**src/rtl/alu_sequencer.sv**
```systemverilog
// alu_sequencer: multi-cycle controller for the shared 16-bit ALU.
// Holds a small register file, accepts instruction words over valid/ready,
// presents registered operands to the external combinational ALU, captures
// its result and flags, and writes the result back.
module alu_sequencer #(
  parameter int DATA_W    = 16,
  parameter int NREGS     = 4,
  parameter int FLAG_W    = 5,
  parameter int CARRY_BIT = 0
) (
  input  logic              clk,
  input  logic              rst,
  input  logic              instr_valid,
  output logic              instr_ready,
  input  logic [15:0]       instr,
  input  logic              ld_valid,
  input  logic [1:0]        ld_addr,
  input  logic [DATA_W-1:0] ld_data,
  output logic [DATA_W-1:0] alu_r1,
  output logic [DATA_W-1:0] alu_r2,
  output logic [7:0]        alu_opcode,
  output logic              alu_cin,
  input  logic [DATA_W-1:0] alu_out,
  input  logic [FLAG_W-1:0] alu_flags,
  output logic [FLAG_W-1:0] flags,
  output logic [DATA_W-1:0] disp_value,
  output logic              done,
  output logic              busy,
  output logic [15:0]       op_count
);

  typedef enum logic [1:0] {
    S_IDLE = 2'd0,
    S_READ = 2'd1,
    S_EXEC = 2'd2,
    S_WB   = 2'd3
  } state_t;

  state_t            r_state;
  state_t            w_state_next;
  logic [15:0]       r_ir;
  logic [DATA_W-1:0] r_regs [NREGS];
  logic [DATA_W-1:0] r_result;
  logic [DATA_W-1:0] r_alu_r1;
  logic [DATA_W-1:0] r_alu_r2;
  logic [7:0]        r_alu_opcode;
  logic              r_alu_cin;
  logic [FLAG_W-1:0] r_flags;
  logic [DATA_W-1:0] r_disp;
  logic              r_done;
  logic [15:0]       r_op_count;

  // Instruction register fields
  logic [7:0] w_opcode;
  logic [1:0] w_rd;
  logic [1:0] w_rs1;
  logic [1:0] w_rs2;
  logic       w_use_carry;
  logic       w_no_wb;
  logic       w_ld_we;
  logic       w_accept;
  logic       w_wb_we;

  assign w_opcode    = r_ir[15:8];
  assign w_rd        = r_ir[7:6];
  assign w_rs1       = r_ir[5:4];
  assign w_rs2       = r_ir[3:2];
  assign w_use_carry = r_ir[1];
  assign w_no_wb     = r_ir[0];

  // A load in IDLE takes priority over an offered instruction; ready also
  // drops while reset is held so nothing is accepted across reset release.
  assign instr_ready = (r_state == S_IDLE) && !ld_valid && !rst;
  assign w_ld_we     = (r_state == S_IDLE) && ld_valid;
  assign w_accept    = instr_valid && instr_ready;
  assign w_wb_we     = (r_state == S_WB) && !w_no_wb;

  assign alu_r1     = r_alu_r1;
  assign alu_r2     = r_alu_r2;
  assign alu_opcode = r_alu_opcode;
  assign alu_cin    = r_alu_cin;
  assign flags      = r_flags;
  assign disp_value = r_disp;
  assign done       = r_done;
  assign busy       = (r_state != S_IDLE);
  assign op_count   = r_op_count;

  // State register
  always_ff @(posedge clk or posedge rst) begin
    if (rst) r_state <= S_IDLE;
    else     r_state <= w_state_next;
  end

  // Next-state logic: fixed four-step walk once an instruction is taken
  always_comb begin
    w_state_next = r_state;
    case (r_state)
      S_IDLE:  if (w_accept) w_state_next = S_READ;
      S_READ:  w_state_next = S_EXEC;
      S_EXEC:  w_state_next = S_WB;
      S_WB:    w_state_next = S_IDLE;
      default: w_state_next = S_IDLE;
    endcase
  end

  // Register file: direct loads in IDLE, result write-back in WB
  always_ff @(posedge clk or posedge rst) begin
    if (rst) begin
      for (int i = 0; i < NREGS; i++) r_regs[i] <= '0;
    end else if (w_ld_we) begin
      r_regs[ld_addr] <= ld_data;
    end else if (w_wb_we) begin
      r_regs[w_rd] <= r_result;
    end
  end

  // Instruction capture, ALU drive, result/flag capture and write-back side effects
  always_ff @(posedge clk or posedge rst) begin
    if (rst) begin
      r_ir         <= '0;
      r_alu_r1     <= '0;
      r_alu_r2     <= '0;
      r_alu_opcode <= '0;
      r_alu_cin    <= 1'b0;
      r_result     <= '0;
      r_flags      <= '0;
      r_disp       <= '0;
      r_done       <= 1'b0;
      r_op_count   <= '0;
    end else begin
      r_done <= 1'b0;
      case (r_state)
        S_IDLE: begin
          if (w_accept) r_ir <= instr;
        end
        S_READ: begin
          r_alu_r1     <= r_regs[w_rs1];
          r_alu_r2     <= r_regs[w_rs2];
          r_alu_opcode <= w_opcode;
          // Carry comes from the previous completed instruction's flags
          r_alu_cin    <= w_use_carry ? r_flags[CARRY_BIT] : 1'b0;
        end
        S_EXEC: begin
          r_result <= alu_out;
          r_flags  <= alu_flags;
        end
        S_WB: begin
          if (!w_no_wb) r_disp <= r_result;
          r_done     <= 1'b1;
          r_op_count <= r_op_count + 16'd1;
        end
        default: ;
      endcase
    end
  end

endmodule
```
**config.mk**
```make
export PLATFORM = sky130hd
export DESIGN_NAME = alu_sequencer
export DESIGN_NICKNAME = d
export VERILOG_FILES = /design/src/rtl/alu_sequencer.sv
export SDC_FILE = /design/constraint.sdc
export NUM_CORES = 1
export LEC_CHECK = 0
export CAP_MARGIN = 20
export CORE_ASPECT_RATIO = 0.9
export CORE_UTILIZATION = 40
export CTS_BUF_LIST = sky130_fd_sc_hd__clkbuf_16
export DETAILED_ROUTE_END_ITERATION = 16
export DONT_BUFFER_PORTS = 1
export PLACE_DENSITY = 0.61
export SLEW_MARGIN = 10
export SYNTH_ARGS = -nofsm -noshare
export SYNTH_HDL_FRONTEND = slang
export SYNTH_SLANG_ARGS = --single-unit
```
**constraint.sdc**
```tcl
create_clock -name clk -period 14.6 [get_ports clk]
set_clock_uncertainty 0.2 [all_clocks]
set_input_delay 1.46 -clock clk [delete_from_list [all_inputs] [get_ports clk]]
set_output_delay 1.46 -clock clk [all_outputs]
set_load 0.01 [all_outputs]
```
==> results.md <==
- Worst Setup Path Type: in2out
- Core Region: 0.01940 sq mm
- Post-layout util: 45.40%
- Ys flop type: dfrtp_1
- Fraction of registers with async set or reset after synthesis: 100.0%
- Largest area contributor in the netlist: dfrtp_1
- First-pass DRT Iterations: 5
- Minimum setup slack after placement: 10,980 ps
- Critical path endpoint category: primary output
- GRT Util Overall: 20.68%
- Startpoint Class: input pin
- Area fraction of the dominant cell type after synthesis: 55.44%
- Vias after detailed routing: 5,161
- Vias in the first global route: 5,279
- Commonest cells post-synth: dfrtp_1, nand2_1, mux2_2
- CTS tree: done
- Worst Setup SP: ld_valid
- Endpoints failing hold: 0
- Largest net degree at the start of global routing: 108
- Max incr delay on CP: 480 ps
- Root Driver: clkbuf_16
- Worst EP arrival: 1940 ps
- Clock transition at path regs: 70 ps
- DIE HEIGHT: 136.1 um
- Layout cell share with drive strength beyond 1: 28.38%
- Drt drc: 0
- # resized after CTS: 0
- Fmax: 277.6 MHz
- Postcts setup bufs: 0
- Power, Total: 2.151 mW
- Slew @ Worst Pin: 1126 ps
- Worst vdd ir: 102.4 uV
- Final Worst Setup Slack: 11,000 ps
- GR Overflow Total: 0
- Cts hold-fix bufs: 0
- Placement row count: 48
- Total Negative Setup Slacks: 0 ps
- Design Area, Final: 0.008807 sq mm
- Outcome: finished, final reports clean
- Final min period: 3603 ps
- Initial antenna violation count: 1
- Hold Path Origin: r_regs[1]
- Avg WL per Cell: 23.38 um
- Relative slew slack: 24.61%
- Filler Cells Inserted: 1,707
- Final nets: 664
- Tcrit/Tclk final: 24.68%
- Area Growth Syn to Fin: 10.24%
- Crit-path leading delay family: simple AND/OR/NAND/NOR gates
- H-tree Lvls: 4
- Total CTS buffers: 17
- P per Cell Area: 244.2 mW/mm^2
- Final setup viols: 0
- CP bufs+invs: 0
- Drt total wl: 20.20 mm
- Flop2flop setup slack: 11,610 ps
- Seq/Total Area, Yosys: 55.44%
- Most numerous cell in the Yosys netlist: dfrtp_1
- Critical-path cell list: nor3b_1
- Critical Path RT: 12,940 ps
- Clk_lat worst skew: 430 ps
- # IOs: 140
- Post-synth EDFFs: 0
- Yosys reg bits: 177
- Via density: 5.973
- Initial drt markers: 374
- R2R cell count: 5
- Hold endpoint: r_regs[1]
- RSZ-0062 raised after global routing: false
- Mapped Area: 0.007989 sq mm
- Min-Delay Path Depth: 2
- Bufs on Longest Clock Path: 2
- Max-cap violations: 0
- First-pass GRT wire length: 31.37 mm
- Initial Util: 41.18%
- Final GP Congestion: 0.8162
- LEAKAGE: 3.662 nW
- Critical path fanouts, max: 4
- Sum of net half-perimeters after detailed placement: 13.45 mm
- Synth area leaders: dfrtp_1, mux2_2, mux4_2
- Post-synth cell types: 40
- Synth Instances: 614
- Num Clock Sinks: 177
- DIE AREA: 0.02054 sq mm
- Chip Width: 151.0 um
- Placement Cell Area: 0.008187 sq mm
- Yosys warning count: 0
- Worst min path class: reg2reg
- Antenna viol nets, final: 0
- Critical R2R Launch: r_state[0]
- Slowest CP cell: nor3b_1
- Fin. max-slew vios: 0
- Mean Syn Cell Area: 13.01 sq um
- Post-Syn Nets: 678
- R2r endpoint: r_regs[27]
- Count of input and output buffers: 0
[worst max path at each step]
stage / cells after the start / slack (ps) / to
CTS: 1 / 11000 / instr_ready
detailed placement: 3 / 10980 / r_ir[15]
global route: 1 / 10950 / instr_ready
finish: 1 / 11000 / instr_ready
floorplan: 1 / 8140 / alu_cin
global placement: 1 / 10970 / instr_ready
[worst min-delay path: stages (launching register included)]
cell	delay, ps
dfrtp_1	360
nand2_1	60
nand2_1	60
[layout make-up]
type	count	area, sq um	share of cell area, %
clock inverter	15	145.1	1.648
timing repair buffer	8	92.59	1.051
multi-input combinational	390	3372	38.29
tap	250	312.8	3.552
clock buffer	17	425.4	4.830
sequential	177	4429	50.29
inverter	6	27.53	0.3125
antenna	1	2.502	0.02841
[report_power, final]
group          switching (mW)  internal, mW  total (mW)  leakage [nW]
registers               0.285         0.724        1.01          2.11
logic                   0.277         0.417       0.694          1.27
clock network           0.209         0.240       0.449         0.279
[state kept, by name, indices dropped and copies added (netlist names), 5 cells and up]
register    flops
r_ir           16
flags           5
alu_r1         16
alu_r2         16
disp_value     16
op_count       16
r_regs         64
r_result       16
alu_opcode      8
[through the flow]
stage	hold slack (ps)	instances
2_1_floorplan	257.7	614
3_3_place_gp	270.8	829
3_5_place_dp	285.4	829
4_1_cts	300.9	861
5_1_grt	313.3	863
6_report	301.1	864
[metal layers]
metal	track usage (%)	share of wire, %
met3	7.114	9.5
met1	27.22	41
met4	7.167	1.4
met2	31.75	48
met5	0	0
[kinds of logic after synthesis]
kind of cell / count (synthesis) / synth area share, %
DFF: 177 / 55.44
and+or+nand+nor: 159 / 9.240
muxes: 110 / 20.02
AOI/OAI and AO/OA: 101 / 10.16
buffers and inverters: 47 / 2.709
xor gates and xnor gates: 15 / 1.645
adders and majority gates: 5 / 0.7831
[cells in the final DEF (no fill, tap or decap), types with 2 or more instances in the layout]
cell type / count
and4_1: 2
o221a_2: 16
xnor2_1: 9
ha_1: 4
a2bb2oi_1: 16
clkinv_4: 3
inv_1: 5
inv_6: 8
clkbuf_16: 17
xor2_1: 6
o21ai_0: 18
nor2_1: 6
mux2_2: 78
buf_4: 6
nor3_1: 3
o21a_1: 16
o22a_1: 16
nand3_1: 6
nand4_1: 4
a22oi_1: 16
nor3b_2: 2
nand2_1: 106
dfrtp_1: 177
mux4_2: 32
and2_1: 2
or3_1: 17
No activity file was read; power rests on OpenSTA's default activity.
